==> src/rtl/ddr_req_arbiter.sv <==
// Write/read command arbiter in front of the DDR memory interface, with read-starvation guard
// and outstanding-read limit. Define ARB_GRANT_STATS_EN to enable per-type grant counters.
module ddr_req_arbiter #(
  parameter int ADX_W        = 27,
  parameter int DATA_W       = 128,
  parameter int MAX_RD_OUT   = 8,
  parameter int STARVE_LIMIT = 4
) (
  input  logic              clk,
  input  logic              resetn,
  input  logic              wr_req,
  input  logic [ADX_W-1:0]  wr_adx,
  input  logic [DATA_W-1:0] wr_data,
  output logic              wr_ack,
  input  logic              rd_req,
  input  logic [ADX_W-1:0]  rd_adx,
  output logic              rd_ack,
  output logic              mem_cmd_valid,
  output logic              mem_cmd_rnw,
  output logic [ADX_W-1:0]  mem_cmd_adx,
  output logic [DATA_W-1:0] mem_cmd_data,
  input  logic              mem_cmd_ready,
  input  logic              rd_return_pop,
  output logic [3:0]        rd_outstanding,
  output logic              idle,
  output logic [15:0]       wr_grants,
  output logic [15:0]       rd_grants
);

  typedef enum logic {IDLE, ISSUE} state_e;

  state_e              state_q, state_d;
  logic                rnw_q, rnw_d;
  logic [ADX_W-1:0]    adx_q, adx_d;
  logic [DATA_W-1:0]   data_q, data_d;
  logic                wr_ack_q, wr_ack_d;
  logic                rd_ack_q, rd_ack_d;
  logic [7:0]          starve_q, starve_d;
  logic [3:0]          rd_out_q, rd_out_d;
  logic                rd_elig, starved, wr_win, rd_win, accept, rd_inc, rd_dec;

  always_comb begin
    rd_elig  = rd_req && (rd_out_q < 4'(MAX_RD_OUT));
    starved  = (starve_q == 8'(STARVE_LIMIT));
    wr_win   = wr_req && !(rd_elig && starved);
    rd_win   = rd_elig && !wr_win;
    accept   = (state_q == ISSUE) && mem_cmd_ready;
    rd_inc   = accept && rnw_q;
    rd_dec   = rd_return_pop && (rd_out_q != 4'd0);

    state_d  = state_q;
    rnw_d    = rnw_q;
    adx_d    = adx_q;
    data_d   = data_q;
    wr_ack_d = 1'b0;
    rd_ack_d = 1'b0;
    starve_d = starve_q;

    case (state_q)
      IDLE: begin
        if (wr_win) begin
          state_d  = ISSUE;
          rnw_d    = 1'b0;
          adx_d    = wr_adx;
          data_d   = wr_data;
          wr_ack_d = 1'b1;
          if (rd_elig && !starved) starve_d = starve_q + 8'd1;
        end else if (rd_win) begin
          // data register keeps the last write payload for reads
          state_d  = ISSUE;
          rnw_d    = 1'b1;
          adx_d    = rd_adx;
          rd_ack_d = 1'b1;
          starve_d = 8'd0;
        end
      end
      ISSUE: if (mem_cmd_ready) state_d = IDLE;
      default: state_d = IDLE;
    endcase

    if (!rd_req) starve_d = 8'd0;

    case ({rd_inc, rd_dec})
      2'b10:   rd_out_d = rd_out_q + 4'd1;
      2'b01:   rd_out_d = rd_out_q - 4'd1;
      default: rd_out_d = rd_out_q;
    endcase
  end

  always_ff @(posedge clk or negedge resetn) begin
    if (!resetn) begin
      state_q  <= IDLE;
      rnw_q    <= 1'b0;
      adx_q    <= '0;
      data_q   <= '0;
      wr_ack_q <= 1'b0;
      rd_ack_q <= 1'b0;
      starve_q <= 8'd0;
      rd_out_q <= 4'd0;
    end else begin
      state_q  <= state_d;
      rnw_q    <= rnw_d;
      adx_q    <= adx_d;
      data_q   <= data_d;
      wr_ack_q <= wr_ack_d;
      rd_ack_q <= rd_ack_d;
      starve_q <= starve_d;
      rd_out_q <= rd_out_d;
    end
  end

  assign mem_cmd_valid  = (state_q == ISSUE);
  assign mem_cmd_rnw    = rnw_q;
  assign mem_cmd_adx    = adx_q;
  assign mem_cmd_data   = data_q;
  assign wr_ack         = wr_ack_q;
  assign rd_ack         = rd_ack_q;
  assign rd_outstanding = rd_out_q;
  assign idle           = (state_q == IDLE) && !wr_req && !rd_req && (rd_out_q == 4'd0);

`ifdef ARB_GRANT_STATS_EN
  logic [15:0] wr_cnt_q, rd_cnt_q;

  always_ff @(posedge clk or negedge resetn) begin
    if (!resetn) begin
      wr_cnt_q <= 16'd0;
      rd_cnt_q <= 16'd0;
    end else if (accept) begin
      if (rnw_q) rd_cnt_q <= rd_cnt_q + 16'd1;
      else       wr_cnt_q <= wr_cnt_q + 16'd1;
    end
  end

  assign wr_grants = wr_cnt_q;
  assign rd_grants = rd_cnt_q;
`else
  assign wr_grants = 16'd0;
  assign rd_grants = 16'd0;
`endif

endmodule

==> config.mk <==
export PLATFORM = sky130hd
export DESIGN_NAME = ddr_req_arbiter
export DESIGN_NICKNAME = d
export VERILOG_FILES = /design/src/rtl/ddr_req_arbiter.sv
export SDC_FILE = /design/constraint.sdc
export NUM_CORES = 1
export LEC_CHECK = 0
export CORE_MARGIN = 4
export CORE_UTILIZATION = 26
export CTS_BUF_LIST = sky130_fd_sc_hd__clkbuf_2
export DETAILED_ROUTE_END_ITERATION = 8
export PLACE_DENSITY_LB_ADDON = 0.25
export RECOVER_POWER = 50
export SETUP_SLACK_MARGIN = 0.15
export SYNTH_ARGS = -nofsm -noshare
export SYNTH_HDL_FRONTEND = slang
export SYNTH_SLANG_ARGS = --single-unit
==> constraint.sdc <==
create_clock -name clk -period 2.65 [get_ports clk]
set_input_delay 0.3975 -clock clk [delete_from_list [all_inputs] [get_ports clk]]
set_output_delay 0.3975 -clock clk [all_outputs]
set_load 0.05 [all_outputs]
# Yosys cells after proc, flatten, opt, wreduce, memory -nomap -nowiden

Index checks and enable logic that the tools add are counted.

Div/mod/pow operators: 0
Reduce and logical (&&, ||, !) cells: 23
Bitwise logic cells: 1
Multiply operators: 0
Shifts and indexed selects: 0
Add/subtract/negate cells: 3
Eq/ne operators: 6
Muxes and demuxes: 18
$lt $le $gt $ge: 1

Operators by type and width:

| operator              | number |
|---|---|
| $mux W27              | 2 |
| $mux W8               | 5 |
| $logic_and A1 B1 Y1   | 11 |
| $mux W1               | 9 |
| $add A8 B1 Y8 const B | 1 |
| $eq A8 B3 Y1 const B  | 1 |
| $pmux W4 S2           | 1 |
| $logic_not A1 Y1      | 5 |
| $add A4 B1 Y4 const B | 1 |
| $logic_not A4 Y1      | 1 |
| $lt A4 B4 Y1 const B  | 1 |
| $reduce_and A2 Y1     | 2 |
| $reduce_bool A2 Y1    | 2 |
| $reduce_bool A4 Y1    | 1 |
| $sub A4 B1 Y4 const B | 1 |
| $ne A3 B1 Y1 const B  | 1 |
| $ne A3 B2 Y1 const B  | 1 |
| $reduce_and A3 Y1     | 1 |
| $eq A2 B1 Y1 const B  | 1 |
| $eq A2 B2 Y1 const B  | 1 |
| $ne A2 B2 Y1 const B  | 1 |
| $pmux W1 S2           | 1 |
| $not A1 Y1            | 1 |

Input port bits: 188
Bits in latches: 0
ROM bits: 0
Memories kept: 0
Output and inout port bits: 196
Word-level logic and storage cells: 60
Register bits after elaboration: 171
Bits in writable memories: 0

# Longest topological paths before layout

Gate-level depths: netlist of the first run.

Word-level depth: 11
Depth in mapped cells: 9
Depth with buffers taken out: 9

# Worst setup path before layout of the first run

Ideal clock, no wire load.

Path kind: register to register
Start: reg rd_out_q[1], in the netlist rd_outstanding[1]
End: reg rd_out_q[2], in the netlist rd_outstanding[2]
Period minus slack after synthesis: 2,282 ps
Path buffers: 0
Arrival time: 2,136 ps
Slack: 368 ps
Required time: 2,504 ps
Stages on the path, launching flop included: 10
Setup time: 146 ps
Cells stage by stage: dfrtp_1 nor4_1 nor2b_1 ha_1 xor2_1 ha_1 a21oi_1 xor2_1 nor2_1 xor2_1

Word-level cells in the longest chain between the ends: 4
Elaborated cells between the ends (all ways): 8
Those cells by class: add/sub (2); eq/ne (2); mux (1); reduce/logical (3)

Ends and longest elaborated chain:

| what                                                  | RTL line | source |
|---|---|---|
| start, declared                                       | 39       | `logic [3:0] rd_out_q, rd_out_d;` |
| start signal, assigned                                | 108      | `rd_out_q <= rd_out_d;` |
| branches (longest 4 deep; another with $sub A4 B1 Y4) | -        |  |

Several ways; the timed one is not identified.
A chain may end at the register's enable or synchronous reset.

# Worst setup path after layout of the first run

Start: reg starve_q[5]
End: reg adx_q[5], in the netlist mem_cmd_adx[5]

Word-level cells in the longest chain between the ends: 8
Elaborated cells between the ends (all ways): 9
Those cells by class: eq/ne (1); mux (1); reduce/logical (7)

Ends and longest elaborated chain:

| what                         | RTL line | source |
|---|---|---|
| start, declared              | 38       | `logic [7:0] starve_q, starve_d;` |
| start signal, assigned       | 107      | `starve_q <= starve_d;` |
| $eq A8 B3 Y1 *               | 44       | `starved = (starve_q == 8'(STARVE_LIMIT));` |
| $logic_and A1 B1 Y1 *        | 45       | `wr_win = wr_req && !(rd_elig && starved);` |
| $logic_not A1 Y1 *           | 45       |  |
| $logic_and A1 B1 Y1 *        | 45       |  |
| $logic_not A1 Y1             | 46       | `rd_win = rd_elig && !wr_win;` |
| $logic_and A1 B1 Y1          | 46       |  |
| $reduce_bool A2 Y1 (no line) | -        |  |
| $reduce_and A2 Y1 (no line)  | -        |  |
| end signal, assigned         | 94       | `adx_q <= '0;` |
| end signal, assigned         | 103      | `adx_q <= adx_d;` |
| end, declared                | 34       | `logic [ADX_W-1:0] adx_q, adx_d;` |

Mark *: on every way between the ends. The rest lies on a longest branch, timed or not.

==> qor.csv, run 1 <==
metric,value,unit
outcome,"finished, violations left",
violations,"capacitance limit, slew limit",
area.growth.synth_to_final,61.41,%
grtUsageTotal,12.94,%
r2r-start,starve_q[5],
cellPowerDensity,1108,nW/µm²
drt-total-wl,20170,µm
first_global_vias,5389,
regToRegSetupSlack,240,ps
wire_per_inst,16.36,µm
numCtsBuffers,17,
start_util,26.38,%
tightest_slew,1732,ps
hold_path_depth,2,
mostFrequentLayoutCells,"clkdlybuf4s50_1 (252), dfrtp_1 (168), mux2_1 (127)",
finClkSkew,39.67,ps
drt.antenna.violating_nets,0,
reg2reg_to,mem_cmd_adx[5],
maxSlewHeadroom,-15.48,%
setup_slack,243.2,ps
clk_latency,720,ps
register_area,4283,µm²
cts_root_buffer,clkbuf_2,
grt_overflow,0,
crit_path_start_kind,register,
finalSetupViolations,0,
arrival,3010,ps
grt_max_degree,79,
timing.final.crit_period,2407,ps
syn-mean-instance-area,13.81,µm²
max_freq,415.5,MHz
clk_pin_slew,310,ps
hold-worst-slack,240.2,ps
post-route-period-util,90.82,%
num_antenna_cells,0,
drv_cap,1,
dpl.cell_count,1194,
drtIter0Drc,151,
cts_tree,done,
finalMaxSlewViolations,64,
finalPower,12.72,mW
place.gp.congestion,0.7454,
grt_setup_unrepaired,false,
whs_endpoint,mem_cmd_data[31],
vias,5251,
fin_nets,1072,
cts_buffer_depth,2,
finalSetupTns,0,ps
hp-class,in -> reg,
ff2ff_path_depth,5,
cts_max_level,4,
core_area,26950,µm²
hp-start,wr_data[31],
antenna_found_initial,0,
vias_per_cell,4.259,
ioPinCount,384,
drive_above_1_share,6.839,%
synthCells,515,
ys_types,39,
stdcell_count,1233,
std_cell_rows,60,
multi_input_area,2584,µm²
grt_pass1_wl,31240,µm
drc_errors,0,
ys_seq_area_share,60.18,%
critical_path_class,reg -> reg,
synth.cell_area,7111,µm²
dpl.hpwl,14940,µm
p_leak,5.586,nW
yosys_warnings,0,
die_h,173.4,µm
finalHoldViolations,0,
final_common_cell,clkdlybuf4s50_1,
synth-seq-cells,171,
dieArea,30060,µm²
cp.required,3250,ps
fp.dieW,173.4,µm
portBuffers,351,
dp_slack,393.3,ps
firstDrtPassIters,4,
end_kind,register,
fill_cells,2586,
critPathMaxFanout,13,
vdd_drop_max,0.0007460,V
cts_num_sinks,171,
power breakdown:
group	internal, mW	switching, mW	leakage, nW
clock network	0.306	1.10	0.142
logic	2.45	4.82	3.41
registers	3.57	0.474	2.04
synthesized netlist by cell type:
cell type	count	share of area (%)
nor2b_1	1	0.088
mux2i_1	29	4.1
mux2_2	2	0.32
nor2_1	6	0.32
nand2b_1	1	0.088
buf_2	14	0.99
clkbuf_1	12	0.63
a31o_2	1	0.12
a2bb2oi_1	2	0.25
xor2_1	4	0.49
nand4bb_1	2	0.32
nor4b_1	1	0.12
or4_1	4	0.42
nor3b_1	1	0.11
or2_2	2	0.18
a31oi_1	3	0.26
and3_1	2	0.18
dfrtp_1	171	60
nor4_1	1	0.088
mux2_1	127	20
ha_1	5	0.88
xnor2_1	1	0.12
conb_1	1	0.053
nand2_1	33	1.7
o21ai_0	28	2.0
a211oi_1	2	0.21
a21o_1	1	0.11
buf_4	32	3.4
o31ai_4	1	0.30
and4_1	1	0.12
a21oi_1	3	0.21
o22ai_1	1	0.088
a22oi_1	1	0.11
nand3_1	9	0.63
nor4bb_1	1	0.14
inv_1	6	0.32
nor3_1	1	0.070
or3_1	1	0.088
o32ai_1	1	0.12
worst max-delay path, stage by stage, from the launching register on:
cell      delay, ps
dfrtp_1         500
or3_1           410
o31ai_1         510
clkbuf_2        480
mux2i_1         310
o21ai_0         100
state kept, by name, indices dropped and copies added, names as in the netlist:
signal,cells
wr_ack,1
mem_cmd_adx,27
mem_cmd_rnw,1
rd_ack,1
mem_cmd_data,128
rd_outstanding,4
mem_cmd_valid,1
starve_q,8
stage by stage:
| stage | area (µm²) | utilization [%] |
|---|---|---|
| 2_1_floorplan | 7227 | - |
| 3_3_place_gp | 11000 | 40.81 |
| 3_5_place_dp | 11000 | 40.81 |
| 4_1_cts | 11240 | 41.72 |
| 5_1_grt | 11480 | 42.59 |
| 6_report | 11480 | 42.59 |
repair_timing:
item	in CTS	in global routing
pin swaps	0	2
resized for setup	14	89
endpoints found under the hold margin	64	0
hold buffers	1	0
buffers inserted	0	6
setup endpoints to repair	12	87
layout make-up:
type | instances | area share (%)
clock buffers | 17 | 0.7413
clock inverters | 15 | 1.352
inverters | 6 | 0.1962
multi-input cells | 311 | 22.51
flip-flops and latches | 171 | 37.32
well taps | 341 | 3.717
repair buffers | 372 | 34.17
how the worst max path moves through the flow:
stage / from / slack [ps] / end
2_1_floorplan: rd_outstanding[1] / 370 / rd_outstanding[2]
3_3_place_gp: rd_outstanding[1] / 400 / rd_outstanding[2]
3_5_place_dp: rd_req / 390 / mem_cmd_data[46]
4_1_cts: mem_cmd_adx[16] / 150 / mem_cmd_adx[16]
5_1_grt: starve_q[0] / 140 / mem_cmd_adx[5]
6_report: starve_q[5] / 240 / mem_cmd_adx[5]
cell families after synthesis:
| family | count (synthesis) | synth area share, % |
|---|---|---|
| flip-flops | 171 | 60.18 |
| AO/OA/AOI/OAI | 44 | 3.748 |
| other | 1 | 0.05274 |
| adder cells (fa/ha/maj) | 5 | 0.8798 |
| AND/OR/NAND/NOR | 67 | 4.698 |
| XOR/XNOR | 5 | 0.6158 |
| buffers and inverters | 64 | 5.314 |
| multiplexers | 158 | 24.51 |
per-layer routing:
layer	GRT usage (%)	vias to the layer above	routed length, µm
li1	-	2457	-
met1	14.96	2582	7968
met2	23.12	207	10450
met3	5.431	5	1677
met4	1.497	0	75
met5	0	-	0
Power figures use the tool's default switching activity.
==> inputs of run 2 (changes only) <==
--- a/constraint.sdc
+++ b/constraint.sdc
@@ -3,2 +3,2 @@
 set_output_delay 0.3975 -clock clk [all_outputs]
-set_load 0.05 [all_outputs]
+set_load 0.01 [all_outputs]
==> qor.csv, run 2 (synthesis gave the netlist of run 1 again) <==
metric,value,unit,change
hp-start,wr_data[68],,
grt_setup_unrepaired,false,,
finClkSkew,60.04,ps,+20.37 ps
ioPinCount,384,,unchanged
vias,5177,,-1.4%
clk_pin_slew,290,ps,-20 ps
r2r-start,starve_q[0],,
cp_cell_sequence,inv_1 > ha_1 > nand4bb_1 > o31ai_4 > nor2_4 > clkbuf_4 > mux2_1,,
drv_cap,0,,-1
hold-worst-slack,254.2,ps,+14.00 ps
whs_endpoint,mem_cmd_data[68],,
core_area,26950,µm²,unchanged
firstDrtPassIters,4,,unchanged
numCtsBuffers,17,,unchanged
end_kind,register,,
post-route-period-util,89.54,%,-1.3 points
tightest_slew,1300,ps,-432.2 ps
drt-total-wl,19660,µm,-2.6%
crit_path_start,starve_q[0],,
final_common_cell,clkdlybuf4s50_1,,
cp.required,3210,ps,-40 ps
grt_util_met3,4.427,%,-1.0 points
fill_cells,2590,,+0.15%
crit_slowest_cell,clkbuf_4,,
setup_slack,277.2,ps,+33.98 ps
die_h,173.4,µm,unchanged
antenna_found_initial,0,,unchanged
grt_overflow,0,,unchanged
vdd_drop_max,0.0004095,V,-45%
grtUsageTotal,12.73,%,-0.21 points
placed_area,11010,µm²,about the same
mostFrequentLayoutCells,"clkdlybuf4s50_1 (327), dfrtp_1 (167), mux2_1 (127)",,
dp_slack,312.1,ps,-81.19 ps
finalMaxSlewViolations,0,,-100%
place.gp.congestion,0.7463,,+0.12%
final_area,11300,µm²,-1.6%
hold_path_depth,2,,unchanged
num_antenna_cells,0,,unchanged
critical_path_class,reg -> reg,,
cts_num_sinks,171,,unchanged
drtIter0Drc,120,,-21%
busiest_layer,met2,,
hp-class,in -> reg,,
outcome,"complete, no violations",,
maxSlewHeadroom,13.33,%,+29 points
regToRegSetupSlack,280,ps,+30 ps
largest_register_ffs,128,,unchanged
cts_max_level,4,,unchanged
dpl.cell_count,1193,,-0.084%
timing.final.crit_period,2373,ps,-33.98 ps
reg2reg_to,mem_cmd_data[94],,
finalSetupViolations,0,,unchanged
arrival,2940,ps,-70 ps
drt.antenna.violating_nets,0,,unchanged
vias_per_cell,4.206,,-1.2%
fp.dieW,173.4,µm,unchanged
start_util,26.38,%,unchanged
crit_path_start_kind,register,,
wire_per_inst,15.97,µm,-2.4%
std_cell_rows,60,,unchanged
finalSetupTns,0,ps,unchanged
use_met1,15.58,%,+0.62 points
clk_latency,700,ps,-20 ps
first_global_vias,5302,,-1.6%
cts_root_buffer,clkbuf_2,,
drc_errors,0,,unchanged
dieArea,30060,µm²,unchanged
stdcell_count,1231,,-0.16%
ff2ff_path_depth,7,,+2
use_met2,21.87,%,-1.3 points
cts_tree,done,,
area.growth.synth_to_final,58.88,%,
p_leak,4.728,nW,-15%
cellPowerDensity,859.6,nW/µm²,-22%
cts_buffer_depth,2,,unchanged
critPathMaxFanout,26,,+13
dpl.hpwl,14760,µm,-1.2%
drive_above_1_share,6.854,%,+0.015 points
grt_max_degree,62,,-22%
fin_nets,1070,,-0.19%
grt_pass1_wl,30680,µm,-1.8%
portBuffers,351,,unchanged
max_freq,421.4,MHz,+1.4%
finalHoldViolations,0,,unchanged
slowest_delay,500,ps,about the same
[run 2: cell types whose count changed in the layout (fill, tap and decap cells not counted), sizes merged]
cell | before | now
buf | 17 | 14
bufinv | 0 | 2
clkbuf | 22 | 23
clkdlybuf4s50 | 252 | 327
clkinv | 7 | 2
clkinvlp | 1 | 4
dlygate4sd2 | 11 | 0
dlygate4sd3 | 1 | 25
dlymetal6s2s | 86 | 0
inv | 13 | 11
[run 2: worst max path at each step]
stage,cells past startpoint,to,slack (ps)
5_1_grt,7,mem_cmd_data[94],120
3_5_place_dp,6,mem_cmd_data[46],310
3_3_place_gp,6,mem_cmd_data[41],330
4_1_cts,3,idle,130
6_report,7,mem_cmd_data[94],280
2_1_floorplan,9,rd_outstanding[2],600
[run 2: power by group]
group / total, mW / internal (mW) / switching, mW
clock: 1.47 / 0.466 / 1.00
sequential: 4.07 / 3.57 / 0.504
combinational: 4.17 / 2.50 / 1.67
total: 9.71 / 6.53 / 3.18
[run 2: layout make-up]
cell class | instances | area (µm²) | area share, %
timing repair buffer | 370 | 3717 | 32.91
inverter | 6 | 22.52 | 0.1994
multi-input combinational | 311 | 2592 | 22.95
tap | 341 | 426.7 | 3.777
sequential | 171 | 4284 | 37.92
clock inverter | 13 | 158.9 | 1.407
clock buffer | 19 | 95.09 | 0.8417
[run 2: through the flow]
step	power [mW]	util, %
after global placement	8.348	40.84
final	9.711	41.92
after CTS	10.01	42.04
after detailed placement	8.403	40.84
after floorplan	5.662	-
after global routing	10.40	41.92
[run 2: what timing repair did]
| action | CTS | global route |
|---|---|---|
| buffers inserted | 3 | 0 |
| hold buffers | 3 | 0 |
| setup endpoints to repair | 2 | 1 |
| resized for setup | 7 | 2 |
| endpoints found under the hold margin | 171 | 0 |
| gates cloned | 0 | 0 |
[run 2: critical path: cells and delay by family (launching register included)]
family	cells	cell delay (ps)
compound gates	1	120
flops	1	460
fa+ha+maj	1	190
mux	1	360
simple gates	2	530
buf+inv	2	580
[run 2: metal layers]
| layer | vias to the layer above | routed length, µm |
|---|---|---|
| met1 | 2487 | 8138 |
| met3 | 12 | 1507 |
| met2 | 217 | 9839 |
| met5 | - | 0 |
| met4 | 0 | 173 |
| li1 | 2461 | - |
